==> src/rtl/divide_pkg.sv <==
// Shared arithmetic-unit definitions: controller state encodings and default width.
// The multiplier uses the same encodings so one sequencer can drive both units.
package divide_pkg;

  localparam int ARITH_WIDTH = 8;

  typedef enum logic {
    S_Idle = 1'b0,
    S_Div  = 1'b1
  } arith_state_e;

endpackage

==> src/rtl/divide_ctrl.sv <==
// Two-state controller for the repeated-subtraction divider.
// It decodes Ready, Load and Sub from the state register.
module divide_ctrl
  import divide_pkg::*;
(
  input  logic clock,
  input  logic reset,
  input  logic start,
  input  logic ge,
  input  logic dz,
  output logic ready,
  output logic load,
  output logic sub
);

  arith_state_e state;

  always_comb begin
    ready = (state == S_Idle);
    load  = ready & start;
    sub   = (state == S_Div) & ge;
  end

  // A zero divisor finishes in the load cycle, so the FSM stays idle.
  always_ff @(posedge clock) begin
    if (reset) begin
      state <= S_Idle;
    end else begin
      case (state)
        S_Idle:  if (load && !dz) state <= S_Div;
        S_Div:   if (!sub)        state <= S_Idle;
        default: state <= S_Idle;
      endcase
    end
  end

endmodule

==> src/rtl/divide_dp.sv <==
// Divider datapath: divisor, remainder, quotient and divide-by-zero registers,
// plus the >= comparator that guards the subtractor against underflow.
module divide_dp
  import divide_pkg::*;
#(
  parameter int WIDTH = ARITH_WIDTH
) (
  input  logic             clock,
  input  logic             reset,
  input  logic             load,
  input  logic             sub,
  input  logic [WIDTH-1:0] dividend,
  input  logic [WIDTH-1:0] divisor,
  output logic [WIDTH-1:0] quotient,
  output logic [WIDTH-1:0] remainder,
  output logic             div_zero,
  output logic             ge,
  output logic             dz
);

  logic [WIDTH-1:0] d_reg;

  assign dz = (divisor == '0);
  assign ge = (remainder >= d_reg);

  always_ff @(posedge clock) begin
    if (reset) begin
      d_reg     <= '0;
      remainder <= '0;
      quotient  <= '0;
      div_zero  <= 1'b0;
    end else if (load) begin
      remainder <= dividend;
      if (dz) begin
        // Saturated quotient marks the undefined result; D is left untouched.
        quotient <= '1;
        div_zero <= 1'b1;
      end else begin
        d_reg    <= divisor;
        quotient <= '0;
        div_zero <= 1'b0;
      end
    end else if (sub) begin
      remainder <= remainder - d_reg;
      quotient  <= quotient + WIDTH'(1);
    end
  end

endmodule

==> src/rtl/divide.sv <==
// Sequential unsigned divider by repeated subtraction (start/Ready handshake).
// Busy time is quotient+1 cycles; a zero divisor completes without going busy.
module divide
  import divide_pkg::*;
#(
  parameter int WIDTH = ARITH_WIDTH
) (
  input  logic             clock,
  input  logic             reset,
  input  logic             start,
  input  logic [WIDTH-1:0] dividend,
  input  logic [WIDTH-1:0] divisor,
  output logic [WIDTH-1:0] Quotient,
  output logic [WIDTH-1:0] Remainder,
  output logic             Ready,
  output logic             DivZero
);

  logic load;
  logic sub;
  logic ge;
  logic dz;

  divide_ctrl u_ctrl (
    .clock (clock),
    .reset (reset),
    .start (start),
    .ge    (ge),
    .dz    (dz),
    .ready (Ready),
    .load  (load),
    .sub   (sub)
  );

  divide_dp #(.WIDTH(WIDTH)) u_dp (
    .clock     (clock),
    .reset     (reset),
    .load      (load),
    .sub       (sub),
    .dividend  (dividend),
    .divisor   (divisor),
    .quotient  (Quotient),
    .remainder (Remainder),
    .div_zero  (DivZero),
    .ge        (ge),
    .dz        (dz)
  );

endmodule

==> config.mk <==
export PLATFORM = sky130hd
export DESIGN_NAME = divide
export DESIGN_NICKNAME = d
export VERILOG_FILES = /design/src/rtl/divide_pkg.sv /design/src/rtl/divide_ctrl.sv /design/src/rtl/divide_dp.sv /design/src/rtl/divide.sv
export SDC_FILE = /design/constraint.sdc
export NUM_CORES = 1
export LEC_CHECK = 0
export BUFFER_PORTS_ARGS = -buffer_cell sky130_fd_sc_hd__buf_2
export CORE_MARGIN = 4
export CORE_UTILIZATION = 53
export CTS_CLUSTER_SIZE = 14
export DETAILED_ROUTE_END_ITERATION = 10
export PLACE_DENSITY = 0.76
export SYNTH_ARGS = -nofsm -noshare
export SYNTH_HDL_FRONTEND = slang
export SYNTH_SLANG_ARGS = --single-unit
==> constraint.sdc <==
create_clock -name clock -period 2.3 [get_ports clock]
set_input_delay 0.46 -clock clock [delete_from_list [all_inputs] [get_ports clock]]
set_output_delay 0.46 -clock clock [all_outputs]
set_load 0.05 [all_outputs]
==> results of run 1 <==
[how the worst min path moves through the flow]
stage / cells past startpoint / startpoint / end
after floorplan: 2 / u_dp.d_reg[4] / u_dp.d_reg[4]
after global placement: 1 / u_dp.div_zero / u_dp.div_zero
after detailed placement: 2 / u_dp.d_reg[7] / u_dp.d_reg[7]
after CTS: 2 / dividend[2] / u_dp.remainder[2]
after global routing: 3 / divisor[6] / u_dp.d_reg[6]
final: 2 / dividend[2] / u_dp.remainder[2]
[report_power, final]
group | internal, mW | switching, mW
clock | 0.0614 | 0.137
combinational | 0.243 | 0.376
sequential | 0.488 | 0.0322
total | 0.792 | 0.546
[cell type report]
type / instances / share of cell area
Inverter: 13 / 0.0256
Timing Repair Buffer: 46 / 0.152
Clock buffer: 3 / 0.0118
Tap cell: 31 / 0.0203
Multi-Input combinational cell: 142 / 0.516
Sequential cell: 26 / 0.274
[critical path: stages, from the launching register on]
cell and delay (ns):
dfxtp_2 0.35, inv_2 0.07, ha_4 0.13, inv_2 0.03, fa_2 0.36, and3_4 0.16, o31a_1 0.29, buf_4 0.15
o21a_4 0.26, a211oi_1 0.30, nor3_1 0.07
[repair_timing]
| item | 4_1_cts | 5_1_grt |
|---|---|---|
| pin swaps | 0 | 5 |
| resized for setup | 2 | 10 |
| endpoints found under the setup margin | 3 | 15 |
| setup buffers | 0 | 3 |
| gates cloned | 0 | 1 |
[cells by family after synthesis]
kind of cell,Yosys count,share of synthesized area
XOR/XNOR,3,0.0167
AO/OA/AOI/OAI,65,0.279
multiplexers,1,0.00635
AND/OR/NAND/NOR,63,0.214
flip-flops,26,0.330
buffers and inverters,24,0.0690
adder cells (fa/ha/maj),10,0.0841
[per-stage QoR]
stage | std cells | utilization | area (µm²) | total power [mW] | worst slack (ns)
3_3_place_gp | 254 | 0.640 | 1790 | 1.07 | 0.00940
6_report | 261 | 0.680 | 1910 | 1.34 | 0.0248
2_1_floorplan | 192 | - | 1580 | 0.956 | 0.0329
5_1_grt | 261 | 0.680 | 1910 | 1.42 | -0.0476
4_1_cts | 257 | 0.650 | 1820 | 1.29 | -0.000265
3_5_place_dp | 254 | 0.640 | 1790 | 1.09 | -0.0625
[placed cells by master (no fill, tap or decap), drive strengths merged, types with 2 or more instances in the layout]
master,count
and3,4
or3,2
and4,3
clkbuf,4
a211oi,5
xnor2,2
nand3,6
nor4,5
inv,13
dfxtp,26
o31ai,2
a22oi,3
buf,45
nor3,8
a21oi,20
o21a,2
a31oi,5
o21ai,13
ha,9
nor2,6
nor2b,2
a311o,3
nand2,23
[layer usage]
layer / up-vias / GRT usage / part of all wire
li1: 788 / - / -
met1: 733 / 0.287 / 0.47
met2: 54 / 0.326 / 0.47
met3: 2 / 0.0414 / 0.057
met4: 0 / 0.0634 / 0.0048
met5: - / 0 / 0
==> results.py, run 1 <==
metrics = {
    "status": {
        "status": "complete, no violations",
    },
    "worst_setup_path": {
        "cp.required_ns": 2.53,
        "worst_setup_path_start_kind": "flip-flop",
        "reg2reg_from": "u_dp.remainder[0]",
        "reg2regPathDepth": 10,
        "r2r_slack_ns": 0.02,
        "crit_fanout": 16,
        "arrival_ns": 2.50,
        "critPathCapture": "u_dp.quotient[2]",
        "crit_path_end_kind": "flip-flop",
        "path_class": "reg -> reg",
        "crit_start": "u_dp.remainder[0]",
        "rr_endpoint": "u_dp.quotient[2]",
    },
    "layout": {
        "antennaDiodeCount": 0,
        "syn_to_final_growth_pct": 21.0,
        "final_layout_size_suffix_gt1_frac": 0.291,
        "fillers": 263,
        "multi_input_area_um2": 985,
        "regArea_um2": 523,
        "nets": 261,
    },
    "drt": {
        "drtPass1Iterations": 4,
        "via_per_inst": 6.04,
        "wirelength_um": 4180,
        "drt.antenna.violating_nets": 0,
        "wl_per_cell_um": 16.0,
        "drc_errors": 0,
        "first_iter_violations": 131,
        "vias": 1577,
    },
    "synthesis": {
        "synth_warnings": 0,
        "syn-cell-area_mm2": 0.00158,
        "syn_nets": 221,
        "avgSynthCellArea_um2": 8.21,
        "synth_edf_count": 0,
        "synth.largest_area_cell": "dfxtp_1",
        "netlist_top_cells_count": "26 x dfxtp_1, 23 x nand2_1, 20 x a21oi_1",
        "ys_seq_elements": 26,
        "synth_top_area_frac": 0.330,
        "ys.flop_type": "dfxtp_1",
        "synth_cell_type_count": 50,
        "synth.most_common_cell": "dfxtp_1",
        "async_reset_ff_frac": 0,
        "seq_area_frac_synth": 0.330,
        "synthTopCellsByArea": "dfxtp_1 33%, ha_1 7.1%, a21oi_1 6.3%",
        "synthCells": 192,
    },
    "sta": {
        "worst_pin_slew_ns": 0.495,
        "final-max-slew-violation-count": 0,
        "period_minus_slack_ns": 2.28,
        "setup_viol": 0,
        "fmax_mhz": 440,
        "max_slew_margin": 0.669,
        "finalClockSkew_ns": 0.00930,
        "fin_tns_setup_ns": 0,
        "final-hold-violation-count": 0,
        "hold_ws_ns": 0.363,
        "period_share": 0.989,
    },
    "cts": {
        "root_buffer": "clkbuf_4",
        "postCtsHoldBufs": 0,
        "clkTransAtPathRegs_ns": 0.15,
        "cts_tree": "done",
        "clk_latency_ns": 0.32,
        "cts_buffers": 3,
        "cts.sinks": 26,
        "cts_max_path_buffers": 2,
        "htree_num_levels": 1,
    },
    "die": {
        "coreArea_mm2": 0.00281,
        "placementRows": 19,
        "ios": 37,
        "initial_core_util": 0.562,
        "chipHeight_um": 62.5,
        "die_w_um": 62.5,
        "die-area_mm2": 0.00391,
    },
    "power": {
        "power_leakage_nw": 0.806,
        "irDropWorstVdd_mv": 0.379,
        "power-per-cell-area_mw_per_mm2": 702,
    },
    "global_routing": {
        "grt_remaining_overflow": 0,
        "antenna_found_initial": 0,
        "grt_util_all_layers": 0.208,
        "grt_max_degree": 21,
        "grt_pass1_vias": 1435,
        "grt_pass1_wl_um": 6730,
    },
    "hold_path": {
        "min-delay-path-class": "in -> reg",
    },
    "place": {
        "gp_congestion": 0.833,
        "portBuffers": 36,
        "dp_hpwl_um": 3020,
    },
    "flow_run": {
        "cap_violations": 0,
    },
}
(Power assumes the default switching activity.)
==> inputs of run 2 (changes only) <==
Settings changed: SETUP_SLACK_MARGIN set to 0.2.
==> run 2 against run 1 <==
Compared with the run above: sequential cell count unchanged; die area stayed put; largest cell class unchanged; clock-buffer cell count up 1; final cell count grew 1.1%; cell area grew 2.8%; sequential share of layout area shrank 0.29 points; wire length increased by 5.4%; critical path type unchanged; sequential power rose by 1%; global-route usage rose by 1.4 points.
==> results.py, run 2 (synthesis results as in run 1) <==
metrics = {
    "status": {
        "status": "complete, no violations",
    },
    "place": {
        "gp_congestion": 0.855,
        "dp_cells": 253,
        "portBuffers": 36,
        "dp_hpwl_um": 3120,
    },
    "die": {
        "ios": 37,
        "placementRows": 19,
        "die_w_um": 62.5,
        "die-area_mm2": 0.00391,
        "chipHeight_um": 62.5,
        "coreArea_mm2": 0.00281,
        "initial_core_util": 0.562,
    },
    "worst_setup_path": {
        "r2r_slack_ns": 0.08,
        "crit_fanout": 4,
        "cp.required_ns": 2.53,
        "arrival_ns": 2.45,
        "path_class": "reg -> reg",
        "reg2regPathDepth": 10,
        "reg2reg_from": "u_dp.remainder[0]",
        "crit_path_end_kind": "flip-flop",
        "worst_setup_path_start_kind": "flip-flop",
        "rr_endpoint": "u_dp.remainder[2]",
    },
    "sta": {
        "max_slew_margin": 0.686,
        "period_minus_slack_ns": 2.22,
        "final-max-slew-violation-count": 0,
        "period_share": 0.967,
        "worst_pin_slew_ns": 0.467,
        "finalClockSkew_ns": 0.000953,
        "hold_ws_ns": 0.364,
        "grt_setup_unrepaired": "yes",
        "final-hold-violation-count": 0,
        "fmax_mhz": 450,
        "fin_tns_setup_ns": 0,
        "setup_viol": 0,
    },
    "hold_path": {
        "min_from": "dividend[0]",
        "holdPathStages": 2,
        "holdPathEnd": "u_dp.remainder[0]",
        "min-delay-path-class": "in -> reg",
    },
    "layout": {
        "nets": 263,
        "final_common_cell": "buf_2",
        "mostFrequentLayoutCells": "36 x buf_2, 22 x nand2_1, 19 x a21oi_1, 19 x dfxtp_1",
        "final_util": 0.698,
        "multi_input_area_mm2": 0.00102,
        "final_layout_size_suffix_gt1_frac": 0.348,
        "fillers": 232,
        "antennaDiodeCount": 0,
        "syn_to_final_growth_pct": 24.3,
        "regArea_um2": 532,
        "stdcell_count": 264,
    },
    "cts": {
        "root_buffer": "clkbuf_4",
        "clkTransAtPathRegs_ns": 0.14,
        "postCtsHoldBufs": 0,
        "cts_max_path_buffers": 2,
        "clk_latency_ns": 0.32,
        "cts.sinks": 26,
        "cts_tree": "done",
        "htree_num_levels": 1,
        "cts_buffers": 3,
    },
    "global_routing": {
        "grt_remaining_overflow": 0,
        "grt_util_all_layers": 0.222,
        "grt_pass1_wl_um": 7080,
        "grt_pass1_vias": 1541,
        "grt_max_degree": 21,
        "antenna_found_initial": 0,
    },
    "flow_run": {
        "cap_violations": 0,
    },
    "power": {
        "power_leakage_nw": 0.814,
        "irDropWorstVdd_mv": 0.355,
        "power-per-cell-area_mw_per_mm2": 698,
        "total_power_mw": 1.37,
    },
    "drt": {
        "drt.antenna.violating_nets": 0,
        "drtPass1Iterations": 4,
        "wirelength_um": 4410,
        "first_iter_violations": 100,
        "drc_errors": 0,
        "vias": 1613,
        "wl_per_cell_um": 16.7,
        "via_per_inst": 6.11,
    },
}
run 2: changes by cell type in the layout (fill, tap and decap cells not counted), sizes merged:
cell	delta
buf	+3
run 2: metrics by stage:
step	setup WS (ns)	area (µm²)
final	0.0766	1960
after CTS	0.101	1880
after global routing	-0.00701	1960
after global placement	0.162	1820
after detailed placement	0.0658	1820
after floorplan	0.186	1610
run 2: report_power, final:
part	leakage [nW]	switching, mW	internal [mW]
Clock	0.0150	0.137	0.0681
Combinational	0.583	0.387	0.250
Sequential	0.216	0.0353	0.490
Total	0.814	0.559	0.809
run 2: what timing repair did:
| action | CTS | global route |
|---|---|---|
| setup endpoints to repair | 15 | 17 |
| hold endpoints to repair | 0 | 0 |
| resized for setup | 6 | 9 |
| buffers inserted | 2 | 5 |
| pin swaps | 2 | 5 |
run 2: final cells by class:
type	count	share of cell area
multi-input combinational	142	0.521
sequential	26	0.271
timing repair buffer	48	0.148
inverter	13	0.0262
tap	31	0.0198
clock buffer	4	0.0134
run 2: worst max path at each step:
stage                                 start  slack (ns)                end
after global routing      u_dp.remainder[0]      -0.007   u_dp.quotient[5]
after global placement        u_dp.d_reg[0]        0.16   u_dp.quotient[5]
after detailed placement      u_dp.d_reg[0]        0.07   u_dp.quotient[5]
after CTS                 u_dp.remainder[0]        0.10   u_dp.quotient[5]
final                     u_dp.remainder[0]        0.08  u_dp.remainder[2]
after floorplan           u_dp.remainder[0]        0.19   u_dp.quotient[6]
run 2: critical path, cell delays in order, from the launching register on:
cell and delay, ns:
dfxtp_4 0.38, inv_4 0.06, ha_4 0.12, inv_2 0.04
fa_2 0.37, and3_4 0.17, o31a_1 0.30, o21ai_4 0.24
buf_4 0.16, nor4_2 0.03, a311o_1 0.27
run 2: layer usage:
| layer | wire (µm) | part of all wire | vias to the layer above | GRT usage |
|---|---|---|---|---|
| li1 | - | - | 787 | - |
| met1 | 1840 | 0.42 | 740 | 0.279 |
| met2 | 2100 | 0.48 | 74 | 0.366 |
| met3 | 347 | 0.079 | 12 | 0.0396 |
| met4 | 125 | 0.028 | 0 | 0.107 |
| met5 | 0 | 0 | - | 0 |
